**src/rtl/apb_master_pkg.sv**
```systemverilog
// Shared definitions for the APB initiator: state encoding and default abort limit.
package apb_master_pkg;

    typedef enum logic [1:0] {
        ST_IDLE   = 2'd0,
        ST_SETUP  = 2'd1,
        ST_ACCESS = 2'd2
    } state_e;

    localparam int DEF_TIMEOUT = 16;

endpackage

```
**src/rtl/apb_wait_timer.sv**
```systemverilog
// Loadable down-counter; expired_o is high once the count has reached zero.
module apb_wait_timer #(
    parameter int W = 5
) (
    input  logic         clk_i,
    input  logic         rst_i,
    input  logic         load_i,
    input  logic [W-1:0] load_val_i,
    input  logic         dec_i,
    output logic         expired_o
);

    logic [W-1:0] cnt_q;

    always_ff @(posedge clk_i) begin
        if (rst_i)                       cnt_q <= '0;
        else if (load_i)                 cnt_q <= load_val_i;
        else if (dec_i && cnt_q != '0)   cnt_q <= cnt_q - 1'b1;
    end

    assign expired_o = (cnt_q == '0);

endmodule

```
**src/rtl/apb_master_ctrl.sv**
```systemverilog
// Single-outstanding APB initiator: command port in, SETUP/ACCESS transfer out,
// one-cycle response strobe back. All outputs are registered.
module apb_master_ctrl
    import apb_master_pkg::*;
#(
    parameter int AWIDTH  = 8,
    parameter int DWIDTH  = 8,
    parameter int NSLOTS  = 4,
    parameter int SWIDTH  = 2,
    parameter int TIMEOUT = DEF_TIMEOUT
) (
    input  logic              PCLK,
    input  logic              PRESET,
    input  logic              CMD_VALID,
    output logic              CMD_READY,
    input  logic              CMD_WRITE,
    input  logic [SWIDTH-1:0] CMD_SLOT,
    input  logic [AWIDTH-1:0] CMD_ADDR,
    input  logic [DWIDTH-1:0] CMD_WDATA,
    output logic              RSP_VALID,
    output logic [DWIDTH-1:0] RSP_RDATA,
    output logic              RSP_ERR,
    output logic              RSP_TIMEOUT,
    output logic [7:0]        ERR_COUNT,
    output logic [NSLOTS-1:0] PSEL,
    output logic              PENABLE,
    output logic              PWRITE,
    output logic [AWIDTH-1:0] PADDR,
    output logic [DWIDTH-1:0] PWDATA,
    input  logic [DWIDTH-1:0] PRDATA,
    input  logic              PREADY,
    input  logic              PSLVERR
);

    localparam int TW = $clog2(TIMEOUT + 1);
    localparam logic [TW-1:0] TMR_LOAD = TW'(TIMEOUT - 1);

    state_e            state_q, state_d;
    logic              cmd_ready_q, cmd_ready_d;
    logic              bad_slot_q, bad_slot_d;
    logic [NSLOTS-1:0] psel_q, psel_d, slot_onehot;
    logic              penable_q, penable_d;
    logic              pwrite_q, pwrite_d;
    logic [AWIDTH-1:0] paddr_q, paddr_d;
    logic [DWIDTH-1:0] pwdata_q, pwdata_d;
    logic              rsp_valid_q, rsp_valid_d;
    logic [DWIDTH-1:0] rsp_rdata_q, rsp_rdata_d;
    logic              rsp_err_q, rsp_err_d;
    logic              rsp_to_q, rsp_to_d;
    logic [7:0]        err_cnt_q, err_cnt_d;
    logic              tmr_load, tmr_dec, tmr_expired;

    apb_wait_timer #(.W(TW)) u_timer (
        .clk_i      (PCLK),
        .rst_i      (PRESET),
        .load_i     (tmr_load),
        .load_val_i (TMR_LOAD),
        .dec_i      (tmr_dec),
        .expired_o  (tmr_expired)
    );

    // An out-of-range slot decodes to all zeros, so no slave is ever selected.
    always_comb begin
        slot_onehot = '0;
        for (int i = 0; i < NSLOTS; i++) slot_onehot[i] = (int'(CMD_SLOT) == i);
    end

    always_comb begin
        state_d     = state_q;
        bad_slot_d  = bad_slot_q;
        psel_d      = psel_q;
        penable_d   = penable_q;
        pwrite_d    = pwrite_q;
        paddr_d     = paddr_q;
        pwdata_d    = pwdata_q;
        rsp_valid_d = 1'b0;
        rsp_rdata_d = rsp_rdata_q;
        rsp_err_d   = rsp_err_q;
        rsp_to_d    = rsp_to_q;
        err_cnt_d   = err_cnt_q;
        tmr_load    = 1'b0;
        tmr_dec     = 1'b0;
        unique case (state_q)
            ST_IDLE: begin
                if (CMD_VALID && cmd_ready_q) begin
                    pwrite_d   = CMD_WRITE;
                    paddr_d    = CMD_ADDR;
                    pwdata_d   = CMD_WDATA;
                    psel_d     = slot_onehot;
                    bad_slot_d = (int'(CMD_SLOT) >= NSLOTS);
                    state_d    = ST_SETUP;
                end
            end
            ST_SETUP: begin
                if (bad_slot_q) begin
                    // Bad slot spends this cycle idle on the bus and reports an error.
                    state_d     = ST_IDLE;
                    rsp_valid_d = 1'b1;
                    rsp_rdata_d = '0;
                    rsp_err_d   = 1'b1;
                    rsp_to_d    = 1'b0;
                end else begin
                    penable_d = 1'b1;
                    tmr_load  = 1'b1;
                    state_d   = ST_ACCESS;
                end
            end
            ST_ACCESS: begin
                if (PREADY) begin
                    state_d     = ST_IDLE;
                    psel_d      = '0;
                    penable_d   = 1'b0;
                    rsp_valid_d = 1'b1;
                    rsp_rdata_d = pwrite_q ? '0 : PRDATA;
                    rsp_err_d   = PSLVERR;
                    rsp_to_d    = 1'b0;
                end else if (tmr_expired) begin
                    state_d     = ST_IDLE;
                    psel_d      = '0;
                    penable_d   = 1'b0;
                    rsp_valid_d = 1'b1;
                    rsp_rdata_d = '0;
                    rsp_err_d   = 1'b1;
                    rsp_to_d    = 1'b1;
                end else begin
                    tmr_dec = 1'b1;
                end
            end
            default: state_d = ST_IDLE;
        endcase
        if (rsp_valid_d && rsp_err_d && err_cnt_q != 8'hFF) err_cnt_d = err_cnt_q + 8'd1;
        cmd_ready_d = (state_d == ST_IDLE);
    end

    always_ff @(posedge PCLK) begin
        if (PRESET) begin
            state_q     <= ST_IDLE;
            cmd_ready_q <= 1'b0;
            bad_slot_q  <= 1'b0;
            psel_q      <= '0;
            penable_q   <= 1'b0;
            pwrite_q    <= 1'b0;
            paddr_q     <= '0;
            pwdata_q    <= '0;
            rsp_valid_q <= 1'b0;
            rsp_rdata_q <= '0;
            rsp_err_q   <= 1'b0;
            rsp_to_q    <= 1'b0;
            err_cnt_q   <= '0;
        end else begin
            state_q     <= state_d;
            cmd_ready_q <= cmd_ready_d;
            bad_slot_q  <= bad_slot_d;
            psel_q      <= psel_d;
            penable_q   <= penable_d;
            pwrite_q    <= pwrite_d;
            paddr_q     <= paddr_d;
            pwdata_q    <= pwdata_d;
            rsp_valid_q <= rsp_valid_d;
            rsp_rdata_q <= rsp_rdata_d;
            rsp_err_q   <= rsp_err_d;
            rsp_to_q    <= rsp_to_d;
            err_cnt_q   <= err_cnt_d;
        end
    end

    assign CMD_READY   = cmd_ready_q;
    assign RSP_VALID   = rsp_valid_q;
    assign RSP_RDATA   = rsp_rdata_q;
    assign RSP_ERR     = rsp_err_q;
    assign RSP_TIMEOUT = rsp_to_q;
    assign ERR_COUNT   = err_cnt_q;
    assign PSEL        = psel_q;
    assign PENABLE     = penable_q;
    assign PWRITE      = pwrite_q;
    assign PADDR       = paddr_q;
    assign PWDATA      = pwdata_q;

endmodule
```
**config.mk**
```make
export PLATFORM = sky130hd
export DESIGN_NAME = apb_master_ctrl
export DESIGN_NICKNAME = d
export VERILOG_FILES = /design/src/rtl/apb_master_pkg.sv /design/src/rtl/apb_wait_timer.sv /design/src/rtl/apb_master_ctrl.sv
export SDC_FILE = /design/constraint.sdc
export NUM_CORES = 1
export LEC_CHECK = 0
export CORE_MARGIN = 4
export CORE_UTILIZATION = 47
export CTS_CLUSTER_DIAMETER = 100
export CTS_CLUSTER_SIZE = 10
export DETAILED_ROUTE_END_ITERATION = 12
export GPL_TIMING_DRIVEN = 0
export PLACE_DENSITY = 0.84
export SLEW_MARGIN = 10
export SYNTH_ARGS = -nofsm -noshare
export SYNTH_HDL_FRONTEND = slang
export SYNTH_HIERARCHICAL = 1
export SYNTH_SLANG_ARGS = --single-unit
```
**constraint.sdc**
```tcl
create_clock -name PCLK -period 7.7 [get_ports PCLK]
set_input_delay 0.77 -clock PCLK [delete_from_list [all_inputs] [get_ports PCLK]]
set_output_delay 0.77 -clock PCLK [all_outputs]
set_load 0.05 [all_outputs]
```
# [Word-level counts from Yosys, hierarchy flattened]
# Cells that the tools add are included.
[op_classes] n_addsub=2 eq_ne=8 n_mux=30 bitwise_logic=1 reduce_logical=17
[op_table] op="8-bit two-way mux" count=4
[op_table] op="4-bit two-way mux" count=5
[op_table] op="1-bit two-way mux" count=15
[op_table] op="8-bit by 1-bit adder with 8-bit output, second input constant" count=1
[op_table] op="8-bit inequality test, second input constant" count=1
[op_table] op="4-bit one-hot mux with 2 select lines" count=1
[op_table] op="2-bit == test, second input constant" count=3
[op_table] op="2-bit zero test" count=3
[op_table] op="2-bit two-way mux" count=3
[op_table] op="2-bit one-hot mux with 3 select lines" count=1
[op_table] op="3-bit AND reduction" count=2
[op_table] op="2-bit nonzero test" count=3
[op_table] op="5-bit zero test" count=1
[op_table] op="5-bit nonzero test" count=1
[op_table] op="5-bit by 1-bit subtractor with 5-bit output, second input constant" count=1
[op_table] op="2-bit by 1-bit == test with 1-bit output, second input constant" count=2
[op_table] op="1-bit logical AND" count=4
[op_table] op="2-bit AND reduction" count=2
[op_table] op="3-bit inequality test, second input constant" count=1
[op_table] op="2-bit inequality test, second input constant" count=1
[op_table] op="1-bit one-hot mux with 2 select lines" count=1
[op_table] op="2-bit OR reduction" count=1
[op_table] op="1-bit NOT" count=1
[totals] regBits=49 output_inout_bits=42 elab_cells=72

# [Depth between registers and ports, before layout]
# Gate-level depths: netlist (run 1).
[depth] word_depth=7 mapped_depth=9 mapped_depth_nobuf=8

# [By module]
# Netlist (run 1), hierarchy kept.
[by_module_without_submodules] mod="apb_master_ctrl" n_inst=1 cells_each=185 area_each_um2=1644.1 seq_area_each_um2=880.8
[by_module_without_submodules] mod="apb_wait_timer" n_inst=1 cells_each=37 area_each_um2=326.6 seq_area_each_um2=100.1

# [Worst setup path after synthesis (run 1)]
# No wires, ideal clock.
[synth_timing] path_kind="register to register" from="register u_timer.cnt_q[0]" to="register u_timer.cnt_q[2]" setup_time_ps=95 arrival_ps=2324 required_ps=7605 path_slack_ps=5281 stages_incl_launch_ff=10 n_path_buf=1 synth_period_minus_slack_ps=2419 path_cell_list="dfxtp_1 inv_1 ha_1 or4b_1 buf_6 inv_1 nor3_1 nand2_1 or3_1 a221oi_1"
[synth_between] elab_chain_len=6 word_cells_on_any_way=10 classes_between="add/sub (1); mux (5); reduce/logical (4)"
[synth_lines] element="start: declaration" line="apb_wait_timer.sv:13" source="logic [W-1:0] cnt_q;"
[synth_lines] element="start signal: assignment" line="apb_wait_timer.sv:17" source="else if (load_i) cnt_q <= load_val_i;"
[synth_lines] element="start signal: assignment" line="apb_wait_timer.sv:18" source="else if (dec_i && cnt_q != '0) cnt_q <= cnt_q - 1'b1;"
[synth_lines] element="5-bit zero test" line="apb_wait_timer.sv:21" source="assign expired_o = (cnt_q == '0);"
[synth_lines] element="named net tmr_expired" line="apb_master_ctrl.sv:51" source="logic tmr_load, tmr_dec, tmr_expired;"
[synth_lines] element="1-bit two-way mux" line="apb_master_ctrl.sv:117" source="end else if (tmr_expired) begin"
[synth_lines] element="1-bit two-way mux" line="apb_master_ctrl.sv:109" source="if (PREADY) begin"
[synth_lines] element="1-bit two-way mux" line="apb_master_ctrl.sv:83" source="unique case (state_q)"
[synth_lines] element="named net tmr_dec" line="apb_master_ctrl.sv:51"
[synth_lines] element="1-bit logical AND" line="apb_wait_timer.sv:18"
[synth_lines] element="2-bit nonzero test (no source line)"
# The timed path passes the listed nets, and every way through them passes these cells. The select of a mux whose other input is x is not followed.
# A chain may end at the register's enable or synchronous reset.

# [Worst setup path after layout (run 1)]
# Ends and elaborated chain as after synthesis.

==> flow_metrics.tcl, run 1 <==
set metrics [dict create \
    status "finished clean" \
    synth_warnings 6 \
    clkTransAtPathRegs_ns 0.09 \
    gp_congestion 0.796 \
    placementRows 23 \
    netlist_top_cells_count "dfxtp_1 (49), nand2_1 (41), a21oi_1 (30)" \
    gr-total-overflow 0 \
    r2r_start "u_timer/cnt_q[0]" \
    yosysTopAreaCell "dfxtp_1" \
    fin_hold_ws_ns 0.455 \
    cp_num_buf_inv 3 \
    htree_levels 2 \
    grt_pass1_vias 1781 \
    grt.total_usage_pct 20.6 \
    path_depth 9 \
    yosysMostFrequentCell "dfxtp_1" \
    hold_violations 0 \
    grtUsageMet2_pct 33.2 \
    syn-cell-area_mm2 0.00197 \
    cp_top_family "simple AND/OR/NAND/NOR gates" \
    p_per_area_mw_per_mm2 179 \
    synth_top_family_by_area "simple AND/OR/NAND/NOR gates" \
    first_iter_violations 145 \
    cts_resized 0 \
    cts_root_buffer "clkbuf_8" \
    ys_ff_latch 49 \
    dieHeight_um 72.8 \
    rrSetupSlack_ns 4.79 \
    portBuffers 73 \
    reg2reg_to "u_timer/cnt_q[2]" \
    netlist.area_leader.share_pct 49.8 \
    start_kind "flip-flop" \
    slew_headroom_pct 25.4 \
    use_met3_pct 6.34 \
    worstSetupEndpoint "u_timer/cnt_q[2]" \
    setup_violations 0 \
    die_x_um 72.8 \
    finalNetCount 339 \
    wl_per_cell_um 14.8 \
    finalCritPeriodShare_pct 37.8 \
    period_minus_slack_ns 2.91 \
    synth_edf_count 0 \
    die_area_mm2 0.00529 \
    min_from "PWDATA[3]" \
    clk_path_buf_depth 2 \
    grt_busiest_layer "met2" \
    cts_setup_buffers 0 \
    crit_path_cell_trace "inv_1 -> ha_1 -> or4b_1 -> buf_6 -> inv_1 -> nor3_1 -> nand2_1 -> or3_1 -> a221oi_1" \
    grt_start_max_net_pins 14 \
    p_leak_uw 0.00101 \
    cp_max_fo 9 \
    start_util_pct 48.9 \
    cts_tree "yes" \
    drt-pass1-iter-count 4 \
    grt_use_met1_pct 25.5 \
    async_flop_share_pct 0 \
    maxCapViolCount 0 \
    crit_slowest_cell "nor3_1" \
    postRouteAntennaNets 0 \
    synth-main-ff-cell "dfxtp_1" \
    routed_wirelength_um 5240 \
    synth_compound_area_share_pct 20.3 \
    vias_per_cell 5.44 \
    fillers 335 \
    clk_latency_ns 0.30 \
    drc 0 \
    max_stage_delay_ns 0.90 \
    netlist_top_cells_area "dfxtp_1 (50%), nand2_1 (7.8%), a21oi_1 (7.6%)" \
    fin_skew_ns 0.00813 \
    ioPinCount 74 \
    tightest_slew_ns 1.11 \
    cp.arrival_ns 3.11 \
    min_path_type "flip-flop to flip-flop" \
    fmax_ghz 0.343 \
    synthToLayoutAreaGrowth_pct 45.2 \
    drive_above_1_share_pct 4.92 \
    diodes 0 \
    cts_buffers 5 \
    syn_inst 222 \
    synthMuxAreaShare_pct 1.27 \
    grt_pass1_wl_um 8450 \
    antenna_found_initial 0 \
    cp_common_cell "inv_1" \
    vias 1931 \
    synthSimpleGateAreaFrac_pct 22.3 \
    hold_buffers 0 \
    synth_xor_area_share_pct 0.889 \
    yosys.area_share.adder_pct 1.27 \
    startpoint "u_timer/cnt_q[0]" \
    ir_worst_vdd_uv 116 \
    cts_sinks 49 \
    synth.avg_cell_area_um2 8.88 \
    synth_cell_types 44 \
    cp.required_ns 7.90 \
    slew_violations 0 \
    coreArea_mm2 0.00403 \
    hpwlAfterDp_um 3770 \
    tns_ns 0 \
    r2r_cells 9 \
    rsz0062_at_grt "false" \
    ys_seq_area_share_pct 49.8 \
    cp-end-kind "flip-flop" \
    worst-setup-path-type "flip-flop to flip-flop" \
]
==> where the power goes <==
part / internal, uW / switching, uW / leakage, uW
Sequential: 262 / 5.18 / 0.000398
Combinational: 38.4 / 56.0 / 0.000564
Clock: 71.4 / 80.4 / 0.0000443
Total: 372 / 142 / 0.00101
==> metal layers <==
layer  part of all wire (%)  vias to the layer above
met2                     48                       67
met3                    7.2                       11
met4                    2.6                        0
met1                     42                      905
li1                       -                      948
met5                      0                        -
==> how the worst min path moves through the flow <==
stage,endpoint,cells after the start,slack [ns]
final,PWDATA[3],2,0.45
after global routing,PSEL[3],2,0.47
after CTS,PADDR[3],2,0.46
after detailed placement,PADDR[3],2,0.45
after global placement,PSEL[3],2,0.44
after floorplan,u_timer/cnt_q[4],2,0.47
==> registers in the layout (all words and copies together) (netlist names) <==
signal         flops
ERR_COUNT          8
u_timer/cnt_q      5
PWDATA             8
RSP_ERR            1
PADDR              8
RSP_RDATA          8
PSEL               4
CMD_READY          1
RSP_TIMEOUT        1
state_q            2
PENABLE            1
PWRITE             1
RSP_VALID          1
==> stage by stage <==
stage / worst slack, ns / area [um^2] / instances / util (%) / total power (uW)
floorplan: 5.28 / 1980 / 225 / - / 327
global placement: 4.65 / 2780 / 348 / 68.9 / 365
detailed placement: 4.51 / 2780 / 348 / 68.9 / 367
CTS: 4.79 / 2860 / 355 / 71.0 / 517
global route: 4.57 / 2860 / 355 / 71.0 / 533
finish: 4.79 / 2860 / 355 / 71.0 / 513
==> cells by family (layout without fill, tap and decap cells) <==
| kind of cell | after synthesis | in the layout |
|---|---|---|
| compound gates | 58 | 58 |
| xor+xnor | 2 | 2 |
| fa+ha+maj | 2 | 2 |
| buf+inv | 16 | 96 |
| flops | 49 | 49 |
| mux | 2 | 2 |
| other cells | 2 | 5 |
| simple gates | 91 | 91 |
==> cells in the final DEF (no fill, tap or decap), types with 3 or more instances in the layout <==
master,n
clkbuf_1,8
nor2_1,19
conb_1,5
nand2_1,41
dfxtp_1,49
clkdlybuf4s50_1,73
a21oi_1,30
clkbuf_8,6
a22o_1,8
nand3_1,5
o21ai_0,3
or3_1,3
or4_1,3
inv_1,6
nand4_1,3
nor3_1,3
==> cell type report <==
| type | count | area (um^2) | share of cell area [%] |
|---|---|---|---|
| flip-flops and latches | 49 | 981 | 34.3 |
| clock buffers | 7 | 86.3 | 3.02 |
| well taps | 50 | 62.6 | 2.19 |
| inverters | 6 | 22.5 | 0.787 |
| multi-input cells | 160 | 926 | 32.4 |
| repair buffers | 73 | 731 | 25.5 |
| plain buffers | 10 | 52.6 | 1.84 |
==> tightest hold or removal path: cells and delay by family, from the launching register on <==
family	cells	cell delay, ns
and+or+nand+nor	1	0.05
DFF	1	0.31
AOI/OAI and AO/OA	1	0.05
(Power assumes the default switching activity.)
==> inputs of run 2 (changes only) <==
--- a/config.mk
+++ b/config.mk
@@ -6,12 +6,12 @@
 export NUM_CORES = 1
 export LEC_CHECK = 0
 export CORE_MARGIN = 4
-export CORE_UTILIZATION = 47
+export CORE_UTILIZATION = 39
 export CTS_CLUSTER_DIAMETER = 100
 export CTS_CLUSTER_SIZE = 10
 export DETAILED_ROUTE_END_ITERATION = 12
 export GPL_TIMING_DRIVEN = 0
-export PLACE_DENSITY = 0.84
+export PLACE_DENSITY = 0.75
 export SLEW_MARGIN = 10
 export SYNTH_ARGS = -nofsm -noshare
 export SYNTH_HDL_FRONTEND = slang
==> constraint.sdc (replaced) <==
create_clock -name PCLK -period 2.36 [get_ports PCLK]
set_input_delay 0.236 -clock PCLK [delete_from_list [all_inputs] [get_ports PCLK]]
set_output_delay 0.236 -clock PCLK [all_outputs]
set_load 0.05 [all_outputs]
==> run 2 against run 1 <==
  * Setup slack got worse by 4.7 ns
  * Sequential power grew to 3.3 times the previous value
  * Sequential cell count unchanged
  * Worst hold slack about the same
  * Combinational power grew to 3.3 times the previous value
  * Maximum frequency up 30%
  * Register-to-register slack worse by 4.7 ns
  * Routed wire length down 7.5%
  * Clock skew is 0.0021 ns lower
  * Critical path type unchanged
  * Critical endpoint is now ERR_COUNT[7]
  * Largest power group unchanged
==> flow_metrics.tcl, run 2 (same netlist as run 1, synthesis figures left out) <==
set metrics [dict create \
    fin_hold_ws_ns 0.455 \
    p_comb_share_pct 19.1 \
    ir_worst_vdd_uv 292 \
    wl_met1_um 2160 \
    postLayoutCellArea_mm2 0.00293 \
    hold_violations 0 \
    hpwlAfterDp_um 3440 \
    dp_worst_setup_slack_ns -0.0779 \
    cp-end-kind "flip-flop" \
    most-common-layout-cells "clkdlybuf4s50_1 (73), dfxtp_1 (48), nand2_1 (41), a21oi_1 (30), nor2_1 (19)" \
    fillers 421 \
    worst-setup-path-type "flip-flop to flip-flop" \
    die_area_mm2 0.00625 \
    grt.total_usage_pct 15.9 \
    period_minus_slack_ns 2.24 \
    fin_skew_ns 0.00599 \
    postRouteAntennaNets 0 \
    drive_above_1_share_pct 8.74 \
    seqPwrFrac_pct 53.4 \
    status "finished clean" \
    finalNetCount 344 \
    vias_per_cell 4.92 \
    utilization_pct 60.8 \
    dieHeight_um 79.1 \
    grt_pass1_wl_um 7930 \
    first_iter_violations 108 \
    p_int_uw 1180 \
    cts_tree "yes" \
    cp_max_fo 7 \
    ioPinCount 74 \
    tightest_slew_ns 0.623 \
    maxCapViolCount 0 \
    fmax_ghz 0.446 \
    cts_sinks 49 \
    clkTransAtPathRegs_ns 0.08 \
    start_kind "flip-flop" \
    finalCritPeriodShare_pct 95.1 \
    cp.required_ns 2.59 \
    htree_levels 2 \
    synthToLayoutAreaGrowth_pct 48.5 \
    p_per_area_mw_per_mm2 557 \
    p_switching_uw 453 \
    diodes 0 \
    wl_per_cell_um 12.9 \
    slew_headroom_pct 58.2 \
    gp_congestion 0.847 \
    place_area_mm2 0.00280 \
    vias 1849 \
    grt_pass1_vias 1724 \
    die_x_um 79.1 \
    setup_violations 0 \
    setup_ws_ns 0.117 \
    clockPowerShare_pct 27.5 \
    drc 0 \
    slew_violations 0 \
    gr-total-overflow 0 \
    clk_latency_ns 0.30 \
    wl_met2_um 2220 \
    p_leak_uw 0.00103 \
    cts_buffers 5 \
    portBuffers 73 \
    placementRows 25 \
    final_common_cell "clkdlybuf4s50_1" \
    drt-pass1-iter-count 4 \
    cts_root_buffer "clkbuf_8" \
    antenna_found_initial 0 \
    grt_start_max_net_pins 14 \
    start_util_pct 40.9 \
    p_total_uw 1630 \
    routed_wirelength_um 4850 \
    clk_path_buf_depth 2 \
    netSwitchingFraction_pct 27.8 \
    wl_met3_um 380 \
    cp.arrival_ns 2.47 \
    top_layer_used "met4" \
    coreArea_mm2 0.00482 \
    min_path_type "flip-flop to flip-flop" \
]
==> run 2: worst paths after layout <==
kind               startpoint           end  slack (ns)  depth (start not counted)
max reg2reg  u_timer/cnt_q[1]  ERR_COUNT[7]        0.12                          8
min reg2reg           PSEL[3]       PSEL[3]        0.45                          2
max          u_timer/cnt_q[1]  ERR_COUNT[7]        0.12                          8
min                   PSEL[3]       PSEL[3]        0.45                          2
==> run 2: power groups by stage <==
stage / sequential [uW] / combinational [uW] / clock, uW
after floorplan: 966 / 101 / 0
after global placement: 890 / 302 / 0
after detailed placement: 890 / 305 / 0
after CTS: 871 / 312 / 466
after global routing: 876 / 333 / 500
final: 871 / 311 / 449
==> run 2: what timing repair did <==
item	in CTS	in global routing
setup buffers	1	5
hold endpoints to repair	0	0
hold buffers	0	0
pin swaps	1	3
resized for setup	2	5
endpoints found under the setup margin	2	5
==> run 2: area by class of cell <==
type | count | area, um^2 | share of cell area (%)
inverters | 6 | 26.3 | 0.898
plain buffers | 9 | 41.3 | 1.41
well taps | 67 | 83.8 | 2.86
clock inverters | 1 | 5.00 | 0.171
repair buffers | 79 | 776 | 26.5
clock buffers | 5 | 68.8 | 2.35
multi-input cells | 160 | 943 | 32.2
flip-flops and latches | 49 | 982 | 33.6
==> run 2: worst max-delay path: stages, from the launching register on <==
cell and delay [ns]:
dfxtp_2 0.33, inv_2 0.07, ha_2 0.17, or4b_4 0.52, clkinvlp_4 0.16, mux2_4 0.19, nand4_1 0.09, or4_1 0.51
a21oi_1 0.14
==> run 2: routing by layer <==
layer  global-route usage, %  vias up
li1                        -      954
met1                    19.6      823
met2                    26.3       64
met3                    4.65        8
met4                    6.19        0
met5                       0        -
==> run 2: through the flow <==
stage,instances,setup TNS (ns)
after floorplan,225,0
after global placement,365,-0.0163
after detailed placement,365,-0.0779
after CTS,372,-0.00695
after global routing,376,-0.00823
final,376,0
